==> config.mk <==
export PLATFORM = sky130hd
export DESIGN_NAME = encoder_4x2_seq
export DESIGN_NICKNAME = d
export VERILOG_FILES = /design/src/rtl/encoder_4x2_seq_pkg.sv /design/src/rtl/encoder_4x2_seq_pick.sv /design/src/rtl/encoder_4x2_seq.sv
export SDC_FILE = /design/constraint.sdc
export NUM_CORES = 1
export LEC_CHECK = 0
export CAP_MARGIN = 20
export CORE_AREA = 2 2 39 41
export DETAILED_ROUTE_END_ITERATION = 8
export DIE_AREA = 0 0 41 43
export PLACE_DENSITY = 0.54
export SYNTH_ARGS = -nofsm -noshare
export SYNTH_HDL_FRONTEND = slang
export SYNTH_HIERARCHICAL = 1
export SYNTH_SLANG_ARGS = --single-unit
==> constraint.sdc <==
create_clock -name clk -period 1.6 [get_ports clk]
set_clock_uncertainty 0.15 [all_clocks]
set_input_delay 0.32 -clock clk [delete_from_list [all_inputs] [get_ports clk]]
set_output_delay 0.32 -clock clk [all_outputs]
set_load 0.01 [all_outputs]
==> src/rtl/encoder_4x2_seq_pkg.sv <==
// enc_pkg: shared sizes, FSM state type and pointer reset value for encoder_4x2_seq
package enc_pkg;
  localparam int N_REQ = 4;
  localparam int IDX_W = 2;
  localparam logic [IDX_W-1:0] RR_PTR_RST = 2'd3;
  localparam logic [IDX_W-1:0] FIX_BASE = 2'd3;
  typedef enum logic {IDLE, HOLD} state_t;
endpackage

==> src/rtl/encoder_4x2_seq_pick.sv <==
// enc_pick: combinational request selector; pend/base in, idx/found out; ENC_ROUND_ROBIN_EN searches upward from base+1, otherwise downward from base
module enc_pick
  import enc_pkg::*;
(
  input  logic [N_REQ-1:0] pend,
  input  logic [IDX_W-1:0] base,
  output logic [IDX_W-1:0] idx,
  output logic             found
);
  logic [IDX_W-1:0] w_c;
  always_comb begin
    idx = '0;
    found = 1'b0;
    w_c = '0;
    for (int k = N_REQ - 1; k >= 0; k--) begin
`ifdef ENC_ROUND_ROBIN_EN
      w_c = base + IDX_W'(k + 1);
`else
      w_c = base - IDX_W'(k);
`endif
      if (pend[w_c]) begin
        idx = w_c;
        found = 1'b1;
      end
    end
  end
endmodule

==> src/rtl/encoder_4x2_seq.sv <==
// encoder_4x2_seq: sticky 4-request encoder with valid/ready handshake; in d0-d3, ready; out q1/q0 code, valid, busy; ENC_ROUND_ROBIN_EN selects round-robin
module encoder_4x2_seq
  import enc_pkg::*;
(
  input  logic clk,
  input  logic rst_n,
  input  logic d0,
  input  logic d1,
  input  logic d2,
  input  logic d3,
  input  logic ready,
  output logic q1,
  output logic q0,
  output logic valid,
  output logic busy
);
  logic [N_REQ-1:0] r_pend, w_d, w_clr, w_pend_nxt;
  logic [IDX_W-1:0] r_q, w_idx, w_base;
  logic r_valid, w_found, w_load;
  state_t r_state, w_state_nxt;
  assign w_d = {d3, d2, d1, d0};
`ifdef ENC_ROUND_ROBIN_EN
  logic [IDX_W-1:0] r_ptr;
  assign w_base = r_ptr;
  always_ff @(posedge clk)
    if (!rst_n) r_ptr <= RR_PTR_RST;
    else if (w_load) r_ptr <= w_idx;
`else
  assign w_base = FIX_BASE;
`endif
  enc_pick u_pick (.pend(r_pend), .base(w_base), .idx(w_idx), .found(w_found));
  always_comb begin
    w_load = w_found && (r_state == IDLE || ready);
    w_state_nxt = w_load ? HOLD : (ready ? IDLE : r_state);
  end
  // a fresh request on the bit being cleared survives: set is OR-ed after the clear
  assign w_clr = w_load ? N_REQ'(1) << w_idx : '0;
  assign w_pend_nxt = (r_pend & ~w_clr) | w_d;
  always_ff @(posedge clk) r_state <= !rst_n ? IDLE : w_state_nxt;
  always_ff @(posedge clk)
    if (!rst_n) begin
      r_pend <= '0;
      r_q <= '0;
      r_valid <= 1'b0;
    end else begin
      r_pend <= w_pend_nxt;
      r_valid <= w_state_nxt == HOLD;
      if (w_load) r_q <= w_idx;
    end
  assign {q1, q0} = r_q;
  assign valid = r_valid;
  assign busy = r_valid | (|r_pend);
endmodule

# Word-level counts from Yosys, hierarchy flattened
# Cells that the tools add are included.
[totals]
regBits = 7
input_bits = 7
out_inout_bits = 4
wordCells = 23
[classes]
n_shift = 1
muxes = 10
n_bitwise = 5
reduce_logical = 4
[op_table]
columns = ["cell", "count"]
rows = [
  ["$mux W1", 7],
  ["$and A4 B4 Y4", 1],
  ["$mux W2", 2],
  ["$mux W4", 1],
  ["$not A4 Y4", 1],
  ["$or A4 B4 Y4", 1],
  ["$reduce_or A4 Y1", 1],
  ["$shl A1 B2 Y4 const A", 1],
  ["$reduce_bool A2 Y1", 1],
  ["$logic_and A1 B1 Y1", 1],
  ["$logic_or A1 B1 Y1", 1],
  ["$not A1 Y1", 1],
  ["$or A1 B1 Y1", 1],
]

# Depth between registers and ports, before layout
[depth]
depth_word = 9
mapped_depth = 5
depth_no_buf = 5

# By module
# The synthesis kept the hierarchy.
[by_module_without_submodules]
columns = ["mod", "instances", "cells_per_inst", "area_per_inst_um2", "seq_area_each_um2"]
rows = [
  ["encoder_4x2_seq", 1, 33, 301.5, 140.1],
  ["enc_pick", 1, 13, 92.6, 0.0],
]

# Worst setup path before layout
# OpenSTA, ideal clock, no wires.
[synth_timing]
kind = "register to register"
from = "register r_pend[0]"
to = "register r_pend[0]"
setup_ns = 0.070
t_arrival_ns = 1.047
required_time_ns = 1.380
setup_slack_ns = 0.333
path_stages_with_launch = 6
path_buffers = 0
synth_period_minus_slack_ns = 1.267
path_cell_list = "dfxtp_1 and2b_4 a21oi_1 o21ai_1 nor2_1 a21oi_1"
[synth_via]
elab_chain_len = 9
[synth_rtl]
columns = ["element", "line", "text"]
rows = [
  ["start, declared", "encoder_4x2_seq.sv:17", "logic [N_REQ-1:0] r_pend, w_d, w_clr, w_pend_nxt;"],
  ["start signal, assigned", "encoder_4x2_seq.sv:46", "r_pend <= w_pend_nxt;"],
  ["$mux W1 (4 in a row)", "encoder_4x2_seq_pick.sv:21", "if (pend[w_c]) begin"],
  ["$logic_and A1 B1 Y1", "encoder_4x2_seq.sv:33", "w_load = w_found && (r_state == IDLE || ready);"],
  ["$mux W4", "encoder_4x2_seq.sv:37", "assign w_clr = w_load ? N_REQ'(1) << w_idx : '0;"],
  ["$not A4 Y4", "encoder_4x2_seq.sv:38", "assign w_pend_nxt = (r_pend & ~w_clr) | w_d;"],
  ["$and A4 B4 Y4 *", "encoder_4x2_seq.sv:38", ""],
  ["$or A4 B4 Y4 *", "encoder_4x2_seq.sv:38", ""],
]
# Mark *: on every way between the ends. The rest lies on a longest branch, timed or not.
# A chain may end at the register's enable or synchronous reset.

# Worst setup path in the final report
[layout_timing]
from = "register r_pend[1]"
to = "output port busy"
[layout_via]
elab_chain_len = 2
[layout_rtl]
columns = ["element", "line", "text"]
rows = [
  ["$reduce_or A4 Y1", "encoder_4x2_seq.sv:52", "assign busy = r_valid | (|r_pend);"],
  ["$or A1 B1 Y1", "encoder_4x2_seq.sv:52", ""],
  ["end, declared", "encoder_4x2_seq.sv:15", "output logic busy"],
]
# Every way passes these cells.

==> summary.txt <==
Result of the run: finished, final reports clean
Power per Cell Area: 881 nW/um^2
Max clock buf depth: 2
Remaining antenna violation count after routing: 0
TritonCTS clock tree: done
Quantity of hold-fixing buffers added after cts: 0
Reg2Reg Capture Point: r_q[1]
Mapped Avg Cell Area: 8.57 sq um
Number of endpoints failing setup at the final stage: 0
Final routed wire length divided by cell count: 9.99 microns
Largest driver fanout on the critical path: 2
Remaining global-route overflow: 0
CP Data Arrival Time: 1.03 ns
Setup TNS: 0 ns
R2R setup slack: 0.21 ns
Overall routing resource usage: 12.2%
Number of detailed-routing iterations run before antenna repair: 4
Wire length of the first global-routing pass: 1.38 mm
Fraction of final layout cells sized beyond drive strength 1: 25.0%
Total of flip-flops plus latches after synthesis: 7
Sequential area share after synthesis: 35.6%
Tightest Hold Check Type: register to register
Final Net Count: 80
# clock sinks: 7
TritonCTS Buffers: 3
Launching element of the worst setup path: r_pend[1]
Number of fill cells: 136
Critical Path RT: 1.13 ns
Post-synthesis cell count: 46
Max-slew violations: 0
Port Buf Inserts: 10
Leading cell types in the layout, fill and taps excluded: 8 x sky130_fd_sc_hd__conb_1, 6 x sky130_fd_sc_hd__clkdlybuf4s50_1, 6 x sky130_fd_sc_hd__dfxtp_1
Type of the worst setup path: register to output pin
Initial antenna violation count: 0
Die footprint: 1760 sq um
Vias in the first global route: 336
Buffer cell driving the clock tree root: sky130_fd_sc_hd__clkbuf_4
Antenna diode instance count: 0
Die width: 41 microns
Fmax: 0.668 GHz
Tmin final: 1.50 ns
Most frequent standard cell in the layout excluding fill and tap cells: sky130_fd_sc_hd__conb_1
Clock latency at the later pin of the worst-skew pair: 0.25 ns
Number of warnings issued by yosys: 6
CTS HTree Levels: 1
Critical Path End: busy
Maximum Capacitance Violations: 0
Area used by sequential logic in the layout: 141 sq um
Placement Rows: 14
Post-Layout Inst Area: 614 sq um
Via/cell ratio: 4.47
I/O pin cnt: 11
Total number of vias: 393
Layout overhead on the synthesized area: 55.9%
Hold violation total from the final report: 0
Startpoint of the most critical register-to-register path: r_pend[1]
Power consumption: 541 uW
Post-synthesis instance area: 394 sq um
Total area of multi-input combinational cells: 274 sq um
Routability congestion estimate: 0.693
Peak supply drop: 487 uV
Standard cell core area: 1380 sq um
Instance area after placement: 578 sq um
Number of cells on the worst reg-to-reg path: 5
Kind of end point of the critical path: output pin
Post-CTS repair timing setup buffer count: 0
Nature of the critical path startpoint: register
Drt drc: 0
Part of the cycle the worst path needs: 93.6%
Starting density of the core: 28.5%
Leakage Power: 0.000311 uW
Clock-pin transition on the worst setup and hold timing paths: 0.05 ns
Final HPWL DP: 640 microns
Count of distinct cell types in the synthesized netlist: 23
Violation count after the first detailed-route iteration: 2
Maximum number of pins on one net before global-route repair: 9
Wire length reported by the detailed router: 879 microns
Die height: 43 microns
## cell type report
class | instances | share of cell area [%]
Inverter | 3 | 1.83
Multi-Input combinational cell | 43 | 44.6
Timing Repair Buffer | 15 | 23.0
Tap cell | 16 | 3.26
Sequential cell | 7 | 23.0
Clock buffer | 4 | 4.28
## worst max-delay path, stage by stage, from the launching register on
cell and delay (ns):
sky130_fd_sc_hd__dfxtp_1 0.32, sky130_fd_sc_hd__nor3_2 0.17, sky130_fd_sc_hd__nand2_1 0.07, sky130_fd_sc_hd__clkdlybuf4s15_1 0.22
## logic make-up after synthesis
group,after synthesis,share of synthesized area (%)
buffers and inverters,3,2.86
AO/OA/AOI/OAI,19,31.4
other,1,0.951
multiplexers,1,3.81
AND/OR/NAND/NOR,15,25.4
flip-flops,7,35.6
## power by group
group	internal (uW)	leakage [uW]	total (uW)	switching (uW)
sequential	195	0.0000586	211	16.1
combinational	95.9	0.000238	169	72.6
clock	95.3	0.0000150	162	66.7
## timing repair
action / in CTS / in global routing
setup endpoints to repair: 2 / 3
pin swaps: 0 / 1
gates resized for setup: 3 / 4
## state kept, by name (all words and copies together), names as in the netlist
name / cells
valid: 1
r_pend: 4
r_q: 2
## worst min path at each step
stage	from	slack, ns	cells past startpoint	endpoint
finish	r_pend[3]	0.45	2	r_pend[3]
global route	r_pend[3]	0.46	2	r_pend[3]
CTS	r_pend[3]	0.45	2	r_pend[3]
detailed placement	r_q[0]	0.45	3	r_q[0]
global placement	r_q[0]	0.44	3	r_q[0]
floorplan	rst_n	0.29	1	valid
## cells in the mapped netlist
| library cell | number | share of area [%] |
|---|---|---|
| sky130_fd_sc_hd__a22oi_2 | 1 | 3.2 |
| sky130_fd_sc_hd__a31oi_1 | 2 | 3.2 |
| sky130_fd_sc_hd__nand2_1 | 3 | 2.9 |
| sky130_fd_sc_hd__nor3_1 | 1 | 1.3 |
| sky130_fd_sc_hd__conb_1 | 1 | 0.95 |
| sky130_fd_sc_hd__o21ai_1 | 1 | 1.3 |
| sky130_fd_sc_hd__o21ai_0 | 5 | 6.3 |
| sky130_fd_sc_hd__o21a_1 | 2 | 3.8 |
| sky130_fd_sc_hd__inv_1 | 3 | 2.9 |
| sky130_fd_sc_hd__a21oi_1 | 4 | 5.1 |
| sky130_fd_sc_hd__nor3b_2 | 1 | 3.2 |
| sky130_fd_sc_hd__dfxtp_1 | 7 | 36 |
| sky130_fd_sc_hd__mux2_4 | 1 | 3.8 |
| sky130_fd_sc_hd__o31ai_1 | 1 | 1.9 |
| sky130_fd_sc_hd__nand2b_4 | 1 | 3.5 |
| sky130_fd_sc_hd__a21boi_0 | 1 | 1.9 |
| sky130_fd_sc_hd__nor2_1 | 5 | 4.8 |
| sky130_fd_sc_hd__a41o_1 | 1 | 2.5 |
| sky130_fd_sc_hd__o22a_1 | 1 | 2.2 |
| sky130_fd_sc_hd__and2b_4 | 1 | 2.5 |
| sky130_fd_sc_hd__nand2b_2 | 1 | 2.2 |
| sky130_fd_sc_hd__and2b_2 | 1 | 2.2 |
| sky130_fd_sc_hd__and3_4 | 1 | 2.9 |
## stage by stage
step           worst slack, ns  std cells  hold WS [ns]  utilization (%)
3_3_place_gp            0.0359         84         0.435             41.8
3_5_place_dp            0.0397         84         0.454             41.8
2_1_floorplan            0.333         53         0.287                -
5_1_grt               -0.00214         88         0.459             44.4
4_1_cts                 0.0198         88         0.449             43.6
6_report                 0.102         88         0.447             44.4
## layer usage
metal / wire length [microns] / global-route usage (%)
met1: 421 / 16.7
met2: 406 / 15.3
met3: 40 / 6.28
met4: 11 / 6.00
met5: 0 / 0
Power figures use the tool's default switching activity.
